`config.mk`:
```
export PLATFORM = sky130hd
export DESIGN_NAME = mem_arbiter_flat
export DESIGN_NICKNAME = d
export VERILOG_FILES = /design/src/rtl/mem_arb_pkg.sv /design/src/rtl/mem_arbiter_if.sv /design/src/rtl/arb_wait_counter.sv /design/src/rtl/mem_arbiter.sv /design/src/flat_wrapper.sv
export SDC_FILE = /design/constraint.sdc
export NUM_CORES = 1
export LEC_CHECK = 0
export ABC_AREA = 1
export CAP_MARGIN = 25
export CORE_AREA = 2 2 117 119
export DETAILED_ROUTE_END_ITERATION = 8
export DIE_AREA = 0 0 119 121
export PLACE_DENSITY = 0.68
export SLEW_MARGIN = 40
export SYNTH_ARGS = -nofsm -noshare
export SYNTH_HDL_FRONTEND = slang
export SYNTH_SLANG_ARGS = --single-unit
```
`constraint.sdc`:
```
create_clock -name clk -period 6.85 [get_ports clk]
set_clock_uncertainty 0.15 [all_clocks]
set_input_delay 2.055 -clock clk [delete_from_list [all_inputs] [get_ports clk]]
set_output_delay 2.055 -clock clk [all_outputs]
set_load 0.005 [all_outputs]
```
`src/rtl/mem_arb_pkg.sv`:
```
`default_nettype none
// ============================================================================
//  Module      : mem_arb_pkg
//  Description : Shared types and constants for the data-memory arbiter that
//                multiplexes the cpu MEM stage and the debug/loader port onto
//                a single dmem port.
//                Contents: arbiter state enum, grant enum, default starvation
//                limit and the width of the wait counter.
//  Revision    : 1.0 - initial release
// ============================================================================
package mem_arb_pkg;

  // Arbiter FSM: ACK is the single cycle following a debug grant.
  typedef enum logic [0:0] {
    IDLE = 1'b0,
    ACK  = 1'b1
  } arb_state_e;

  // Owner of the dmem port in the current cycle.
  typedef enum logic [1:0] {
    NONE = 2'd0,
    CPU  = 2'd1,
    DBG  = 2'd2
  } arb_gnt_e;

  // Blocked debug cycles tolerated before debug overrides the cpu.
  localparam int unsigned c_starve_limit_dflt = 4;

  // Wide enough for the largest legal limit (15).
  localparam int unsigned c_wait_cnt_w = 4;

endpackage : mem_arb_pkg
`default_nettype wire

```
`src/rtl/mem_arbiter_if.sv`:
```
`default_nettype none
// ============================================================================
//  Module      : mem_arbiter_if
//  Description : Bundle of the cpu request port, debug request port and the
//                single dmem port handled by mem_arbiter.
//                slave  : arbiter view (takes requests, drives dmem port)
//                master : environment view (cpu, debug agent, dmem)
//  Ports (signals):
//    cpu_req/cpu_we/cpu_addr/cpu_wdata  cpu MEM-stage request
//    cpu_rdata/cpu_stall                cpu load data and pipeline freeze
//    dbg_req/dbg_we/dbg_addr/dbg_wdata  debug request, held until dbg_ack
//    dbg_rdata/dbg_ack                  registered debug read data, done pulse
//    mem_wr_en/mem_addr/mem_wr_data     dmem port driven by the arbiter
//    mem_rd_data                        dmem combinational read data
//  Revision    : 1.0 - initial release
// ============================================================================
interface mem_arbiter_if;

  logic        cpu_req;
  logic        cpu_we;
  logic [31:0] cpu_addr;
  logic [31:0] cpu_wdata;
  logic [31:0] cpu_rdata;
  logic        cpu_stall;

  logic        dbg_req;
  logic        dbg_we;
  logic [31:0] dbg_addr;
  logic [31:0] dbg_wdata;
  logic [31:0] dbg_rdata;
  logic        dbg_ack;

  logic        mem_wr_en;
  logic [31:0] mem_addr;
  logic [31:0] mem_wr_data;
  logic [31:0] mem_rd_data;

  modport slave (
    input  cpu_req, cpu_we, cpu_addr, cpu_wdata,
    output cpu_rdata, cpu_stall,
    input  dbg_req, dbg_we, dbg_addr, dbg_wdata,
    output dbg_rdata, dbg_ack,
    output mem_wr_en, mem_addr, mem_wr_data,
    input  mem_rd_data
  );

  modport master (
    output cpu_req, cpu_we, cpu_addr, cpu_wdata,
    input  cpu_rdata, cpu_stall,
    output dbg_req, dbg_we, dbg_addr, dbg_wdata,
    input  dbg_rdata, dbg_ack,
    input  mem_wr_en, mem_addr, mem_wr_data,
    output mem_rd_data
  );

endinterface : mem_arbiter_if
`default_nettype wire

```
`src/rtl/arb_wait_counter.sv`:
```
`default_nettype none
// ============================================================================
//  Module      : arb_wait_counter
//  Description : Saturating up-counter of blocked debug cycles. Clear has
//                priority over increment; the count stops at LIMIT.
//  Ports:
//    clk        system clock
//    rst        synchronous active-low reset
//    i_inc      count one blocked cycle
//    i_clr      return to zero
//    o_at_limit count has reached LIMIT
//  Revision    : 1.0 - initial release
// ============================================================================
module arb_wait_counter #(
  parameter int unsigned WIDTH = 4,
  parameter int unsigned LIMIT = 4
) (
  input  logic clk,
  input  logic rst,
  input  logic i_inc,
  input  logic i_clr,
  output logic o_at_limit
);

  localparam logic [WIDTH-1:0] c_limit = WIDTH'(LIMIT);

  logic [WIDTH-1:0] r_cnt;

  always_ff @(posedge clk) begin
    if (!rst) begin
      r_cnt <= '0;
    end else if (i_clr) begin
      r_cnt <= '0;
    end else if (i_inc && (r_cnt != c_limit)) begin
      r_cnt <= r_cnt + 1'b1;
    end
  end

  assign o_at_limit = (r_cnt == c_limit);

endmodule : arb_wait_counter
`default_nettype wire

```
`src/rtl/mem_arbiter.sv`:
```
`default_nettype none
// ============================================================================
//  Module      : mem_arbiter
//  Description : Single-port dmem arbiter between the cpu MEM stage and a
//                debug/loader port. The cpu normally wins; a debug request
//                wins when the cpu is idle or after STARVE_LIMIT blocked
//                cycles. A debug access takes one grant cycle plus one ACK
//                cycle; the cpu is stalled only in the debug grant cycle.
//  Ports:
//    clk  system clock
//    rst  synchronous active-low reset
//    bus  mem_arbiter_if.slave (cpu port, debug port, dmem port)
//  Revision    : 1.0 - initial release
// ============================================================================
module mem_arbiter
  import mem_arb_pkg::*;
#(
  parameter int unsigned STARVE_LIMIT = c_starve_limit_dflt
) (
  input  logic            clk,
  input  logic            rst,
  mem_arbiter_if.slave    bus
);

  arb_state_e  r_state;
  arb_state_e  w_state_nxt;
  arb_gnt_e    w_gnt;
  logic        w_at_limit;
  logic        w_cnt_inc;
  logic        w_cnt_clr;
  logic [31:0] r_dbg_rdata;

  // Grant and next state. Holding reset forces "no grant" so the dmem port
  // stays quiet even while the state register still carries stale values.
  always_comb begin
    w_gnt       = NONE;
    w_state_nxt = r_state;
    if (rst) begin
      case (r_state)
        IDLE: begin
          if (bus.dbg_req && (!bus.cpu_req || w_at_limit)) begin
            w_gnt       = DBG;
            w_state_nxt = ACK;
          end else if (bus.cpu_req) begin
            w_gnt = CPU;
          end
        end
        ACK: begin
          // Debug cannot win here, so a held dbg_req is not re-granted.
          if (bus.cpu_req) begin
            w_gnt = CPU;
          end
          w_state_nxt = IDLE;
        end
        default: w_state_nxt = IDLE;
      endcase
    end
  end

  always_ff @(posedge clk) begin
    if (!rst) begin
      r_state <= IDLE;
    end else begin
      r_state <= w_state_nxt;
    end
  end

  // Only blocked IDLE cycles count; an aborted request leaves the count as is.
  assign w_cnt_inc = rst && (r_state == IDLE) && bus.dbg_req && (w_gnt != DBG);
  assign w_cnt_clr = (w_gnt == DBG);

  arb_wait_counter #(
    .WIDTH (c_wait_cnt_w),
    .LIMIT (STARVE_LIMIT)
  ) u_wait_counter (
    .clk        (clk),
    .rst        (rst),
    .i_inc      (w_cnt_inc),
    .i_clr      (w_cnt_clr),
    .o_at_limit (w_at_limit)
  );

  // dmem port mux: the idle port is driven to zero.
  always_comb begin
    bus.mem_wr_en   = 1'b0;
    bus.mem_addr    = '0;
    bus.mem_wr_data = '0;
    case (w_gnt)
      CPU: begin
        bus.mem_wr_en   = bus.cpu_we;
        bus.mem_addr    = bus.cpu_addr;
        bus.mem_wr_data = bus.cpu_wdata;
      end
      DBG: begin
        bus.mem_wr_en   = bus.dbg_we;
        bus.mem_addr    = bus.dbg_addr;
        bus.mem_wr_data = bus.dbg_wdata;
      end
      default: ;
    endcase
  end

  // Debug read data is captured at the edge closing its grant cycle.
  always_ff @(posedge clk) begin
    if (!rst) begin
      r_dbg_rdata <= '0;
    end else if ((w_gnt == DBG) && !bus.dbg_we) begin
      r_dbg_rdata <= bus.mem_rd_data;
    end
  end

  assign bus.cpu_rdata = bus.mem_rd_data;
  assign bus.cpu_stall = bus.cpu_req && (w_gnt == DBG);
  // Gated by rst so a reset landing on the ACK cycle swallows the pulse.
  assign bus.dbg_ack   = rst && (r_state == ACK);
  assign bus.dbg_rdata = rst ? r_dbg_rdata : 32'd0;

endmodule : mem_arbiter
`default_nettype wire

```
`src/flat_wrapper.sv`:
```
// flat-port wrapper written by rule: the top's interface ports become plain ports
module mem_arbiter_flat import mem_arb_pkg::*;
#(
  parameter int unsigned STARVE_LIMIT = c_starve_limit_dflt
)
  (clk, rst, bus_cpu_req, bus_cpu_we, bus_cpu_addr, bus_cpu_wdata, bus_cpu_rdata, bus_cpu_stall, bus_dbg_req, bus_dbg_we, bus_dbg_addr, bus_dbg_wdata, bus_dbg_rdata, bus_dbg_ack, bus_mem_wr_en, bus_mem_addr, bus_mem_wr_data, bus_mem_rd_data);
  mem_arbiter_if bus_i ();
  input  logic clk;
  input  logic rst;
  input wire logic [$bits(bus_i.cpu_req)-1:0] bus_cpu_req;
  input wire logic [$bits(bus_i.cpu_we)-1:0] bus_cpu_we;
  input wire logic [$bits(bus_i.cpu_addr)-1:0] bus_cpu_addr;
  input wire logic [$bits(bus_i.cpu_wdata)-1:0] bus_cpu_wdata;
  output wire logic [$bits(bus_i.cpu_rdata)-1:0] bus_cpu_rdata;
  output wire logic [$bits(bus_i.cpu_stall)-1:0] bus_cpu_stall;
  input wire logic [$bits(bus_i.dbg_req)-1:0] bus_dbg_req;
  input wire logic [$bits(bus_i.dbg_we)-1:0] bus_dbg_we;
  input wire logic [$bits(bus_i.dbg_addr)-1:0] bus_dbg_addr;
  input wire logic [$bits(bus_i.dbg_wdata)-1:0] bus_dbg_wdata;
  output wire logic [$bits(bus_i.dbg_rdata)-1:0] bus_dbg_rdata;
  output wire logic [$bits(bus_i.dbg_ack)-1:0] bus_dbg_ack;
  output wire logic [$bits(bus_i.mem_wr_en)-1:0] bus_mem_wr_en;
  output wire logic [$bits(bus_i.mem_addr)-1:0] bus_mem_addr;
  output wire logic [$bits(bus_i.mem_wr_data)-1:0] bus_mem_wr_data;
  input wire logic [$bits(bus_i.mem_rd_data)-1:0] bus_mem_rd_data;
  assign bus_i.cpu_req = bus_cpu_req;
  assign bus_i.cpu_we = bus_cpu_we;
  assign bus_i.cpu_addr = bus_cpu_addr;
  assign bus_i.cpu_wdata = bus_cpu_wdata;
  assign bus_cpu_rdata = bus_i.cpu_rdata;
  assign bus_cpu_stall = bus_i.cpu_stall;
  assign bus_i.dbg_req = bus_dbg_req;
  assign bus_i.dbg_we = bus_dbg_we;
  assign bus_i.dbg_addr = bus_dbg_addr;
  assign bus_i.dbg_wdata = bus_dbg_wdata;
  assign bus_dbg_rdata = bus_i.dbg_rdata;
  assign bus_dbg_ack = bus_i.dbg_ack;
  assign bus_mem_wr_en = bus_i.mem_wr_en;
  assign bus_mem_addr = bus_i.mem_addr;
  assign bus_mem_wr_data = bus_i.mem_wr_data;
  assign bus_i.mem_rd_data = bus_mem_rd_data;
  mem_arbiter #(.STARVE_LIMIT(STARVE_LIMIT)) u_core (.clk(clk), .rst(rst), .bus(bus_i));
endmodule
```
==> flow_metrics.env, run 1 <==
export IMPL_drv_slew=0
export IMPL_initial_utilization_pct=21.9
export IMPL_first_global_vias=3540
export IMPL_post_route_drc_count=0
export IMPL_routed_via_count=3849
export IMPL_io_buffers=296
export IMPL_synthesis_nets=684
export IMPL_max_cap_violations=0
export IMPL_path_clk_slew_ps=60
export IMPL_worstHoldStart="u_core.r_dbg_rdata[27]$_SDFFE_PN0P_"
export IMPL_fin_crit_sh_pct=95.2
export IMPL_syn_area_per_cell_um2=5.58
export IMPL_multi_input_area_um2=1550
export IMPL_die_w_um=119
export IMPL_yosysTopAreaCellShare_pct=25.8
export IMPL_fmax_ghz=0.153
export IMPL_drt_iter0_drc=212
export IMPL_antenna_cells=0
export IMPL_synth_seq_cells=37
export IMPL_hp_class="reg2reg"
export IMPL_layout_min_cycle_time_ps=6520
export IMPL_coreArea_um2=13100
export IMPL_yosys_warnings=0
export IMPL_pre_cts_ws_ps=304
export IMPL_synth_seq_area_share_pct=25.8
export IMPL_arrival_ps=4320
export IMPL_synth_area_um2=2870
export IMPL_r2r_setup_slack_ps=3870
export IMPL_grt_pass1_wl_um=18800
export IMPL_viasPerCell=4.12
export IMPL_rr_worst_depth=13
export IMPL_numCtsBuffers=5
export IMPL_setup_viol=0
export IMPL_tritoncts="done"
export IMPL_clock_sinks=37
export IMPL_io_pins=297
export IMPL_fp_dieArea_um2=14400
export IMPL_nFillCells=1312
export IMPL_nets=928
export IMPL_min_to="u_core.r_dbg_rdata[27]$_SDFFE_PN0P_"
export IMPL_htree_levels=2
export IMPL_worst_path_buf_inv=4
export IMPL_cts_hold_buf=0
export IMPL_rows=42
export IMPL_grt_ovfl_total=0
export IMPL_clock_latency_ps=270
export IMPL_hold_depth=2
export IMPL_syn_inst=514
export IMPL_status="finished, final reports clean"
export IMPL_firstDrtPassIters=4
export IMPL_netlist_top_cells_area="dfxtp_1 (26%), nand2_1 (24%), a21oi_1 (12%)"
export IMPL_rr_endpoint="u_core.r_dbg_rdata[3]$_SDFFE_PN0P_"
export IMPL_grt_max_degree=66
export IMPL_synthToLayoutAreaGrowth_pct=107
export IMPL_p_leak_nw=2.40
export IMPL_ir_worst_vdd_uv=77.7
export IMPL_antenna_found_initial=0
export IMPL_path_max_fanout=16
export IMPL_clockBufferDepth=2
export IMPL_crit_type="in2out"
export IMPL_end_kind="output pin"
export IMPL_drt_total_wl_um=12400
export IMPL_timing_rr_start="u_core.u_wait_counter.r_cnt[0]$_SDFFE_PP0P_"
export IMPL_synth_area_leader_cell="dfxtp_1"
export IMPL_cts_resized=0
export IMPL_wl_per_cell_um=13.3
export IMPL_setup_tns_ps=0
export IMPL_post_cts_buffers=0
export IMPL_place_hpwl_um=9510
export IMPL_slew_headroom_pct=60.0
export IMPL_hold_violations=0
export IMPL_drive_above_1_share_pct=2.90
export IMPL_grt_use_total_pct=16.0
export IMPL_place_congestion=0.828
export IMPL_p_per_area_nw_per_um2=120
export IMPL_die_y_um=121
export IMPL_post_synth_num_cell_types=17
export IMPL_critPathSlowestCell="clkdlybuf4s50_1"
export IMPL_cp_cell_sequence="clkdlybuf4s50_1 -> nand2_1 -> a21oi_1 -> inv_1 -> nor2_1 -> ha_2 -> buf_4 -> nand2_1 -> a21oi_1 -> clkdlybuf4s50_1"
export IMPL_rsz0062_at_grt="false"
export IMPL_tightestPinTransition_ps=600
export IMPL_critPathLaunchType="input port"
export IMPL_seq_area_um2=741
export IMPL_ant_nets=0
export IMPL_critPathTopFamily="buffers and inverters"
export IMPL_final_setup_worst_slack_ps=327
export IMPL_root_buffer="clkbuf_16"
export IMPL_slowest_delay_ps=530
export IMPL_required_ps=4640
-- cell type report --
class,count,share of cell area [%]
repair buffers,303,51.7
flip-flops and latches,37,12.5
clock inverters,2,0.633
inverters,47,2.97
clock buffers,6,2.34
multi-input cells,364,26.2
well taps,176,3.71
-- state kept, by name, summed over array words and instances (netlist names) --
| name | cells |
|---|---|
| u_core.u_wait_counter.r_cnt | 4 |
| u_core.r_dbg_rdata | 32 |
| u_core.r_state | 1 |
-- report_power, final --
| group | total, W | switching, W | leakage (nW) | internal (W) |
|---|---|---|---|---|
| Sequential | 0.000226 | 0.00000388 | 0.300 | 0.000222 |
| Combinational | 0.000219 | 0.0000779 | 2.02 | 0.000141 |
| Clock | 0.000269 | 0.0000873 | 0.0831 | 0.000182 |
| Total | 0.000713 | 0.000169 | 2.40 | 0.000544 |
-- synth_stat cells --
master	instances
nand3_1	6
nand4_1	1
inv_2	2
inv_1	45
buf_2	12
nor2_2	1
a21oi_1	69
buf_1	1
o21ai_0	2
dfxtp_1	37
buf_4	38
nand2_1	180
o21ai_1	30
ha_1	4
nor2_4	1
clkbuf_1	15
nor2_1	70
-- placed cells by master, fill, tap and decap left out --
master,instances
clkdlybuf4s50_1,295
nand2_1,180
nor2_1,70
a21oi_1,69
inv_1,45
dfxtp_1,37
o21ai_1,30
nand3_1,6
clkbuf_16,5
buf_12,3
buf_4,3
inv_2,2
o21ai_0,2
ha_2,2
ha_1,2
nor2_2,1
nor2_4,1
nand4_1,1
clkbuf_8,1
bufinv_16,1
clkinvlp_4,1
buf_2,1
buf_16,1
-- tightest hold or removal path, cell delays in order (launching register included) --
cell and delay (ps):
dfxtp_1 330, o21ai_1 70, nor2_1 70
-- worst max path at each step --
stage | from | to | cells past startpoint
2_1_floorplan | bus_dbg_req | bus_mem_addr[0] | 9
3_3_place_gp | bus_dbg_req | bus_mem_addr[4] | 10
3_5_place_dp | bus_dbg_req | bus_mem_wr_data[8] | 10
4_1_cts | bus_dbg_req | bus_mem_wr_data[8] | 10
5_1_grt | bus_dbg_req | bus_mem_wr_data[2] | 10
6_report | bus_dbg_req | bus_mem_wr_data[8] | 10
-- cell families (layout without fill, tap and decap cells) --
kind of cell / after synthesis / after routing / share of synthesized area, %
buffers and inverters: 113 / 358 / 20.3
and+or+nand+nor: 259 / 259 / 34.6
adders and majority gates: 4 / 4 / 1.74
AOI/OAI and AO/OA: 101 / 101 / 17.6
DFF: 37 / 37 / 25.8
-- stage by stage --
step / util, % / instance area (um2) / hold WS, ps / power, W / cells
2_1_floorplan: - / 2870 / 315 / 0.000303 / 514
5_1_grt: 45.4 / 5930 / 367 / 0.000751 / 935
3_3_place_gp: 43.8 / 5730 / 329 / 0.000449 / 926
4_1_cts: 45.1 / 5910 / 351 / 0.000723 / 934
3_5_place_dp: 43.8 / 5730 / 332 / 0.000448 / 926
6_report: 45.4 / 5930 / 347 / 0.000713 / 935
-- routing by layer --
layer / wire [um] / global-route usage, % / up-vias
met4: 244 / 4.09 / 0
met3: 852 / 3.81 / 17
met1: 5370 / 20.5 / 1645
met5: 0 / 0 / -
met2: 5940 / 27.2 / 147
li1: - / - / 2040
No activity file was read; power rests on OpenSTA's default activity.
==> run 2, diff against run 1 <==
--- a/config.mk
+++ b/config.mk
@@ -8,6 +8,8 @@
 export ABC_AREA = 1
 export CAP_MARGIN = 25
 export CORE_AREA = 2 2 117 119
+export CTS_BUF_LIST = sky130_fd_sc_hd__clkbuf_8 sky130_fd_sc_hd__clkbuf_16
+export CTS_CLUSTER_DIAMETER = 120
 export DETAILED_ROUTE_END_ITERATION = 8
 export DIE_AREA = 0 0 119 121
 export PLACE_DENSITY = 0.68
@@ -15,3 +17,4 @@
 export SYNTH_ARGS = -nofsm -noshare
 export SYNTH_HDL_FRONTEND = slang
 export SYNTH_SLANG_ARGS = --single-unit
+export TNS_END_PERCENT = 20
==> results of run 2 <==
No change in the layout: final DEF, timing and power equal those of run 1.
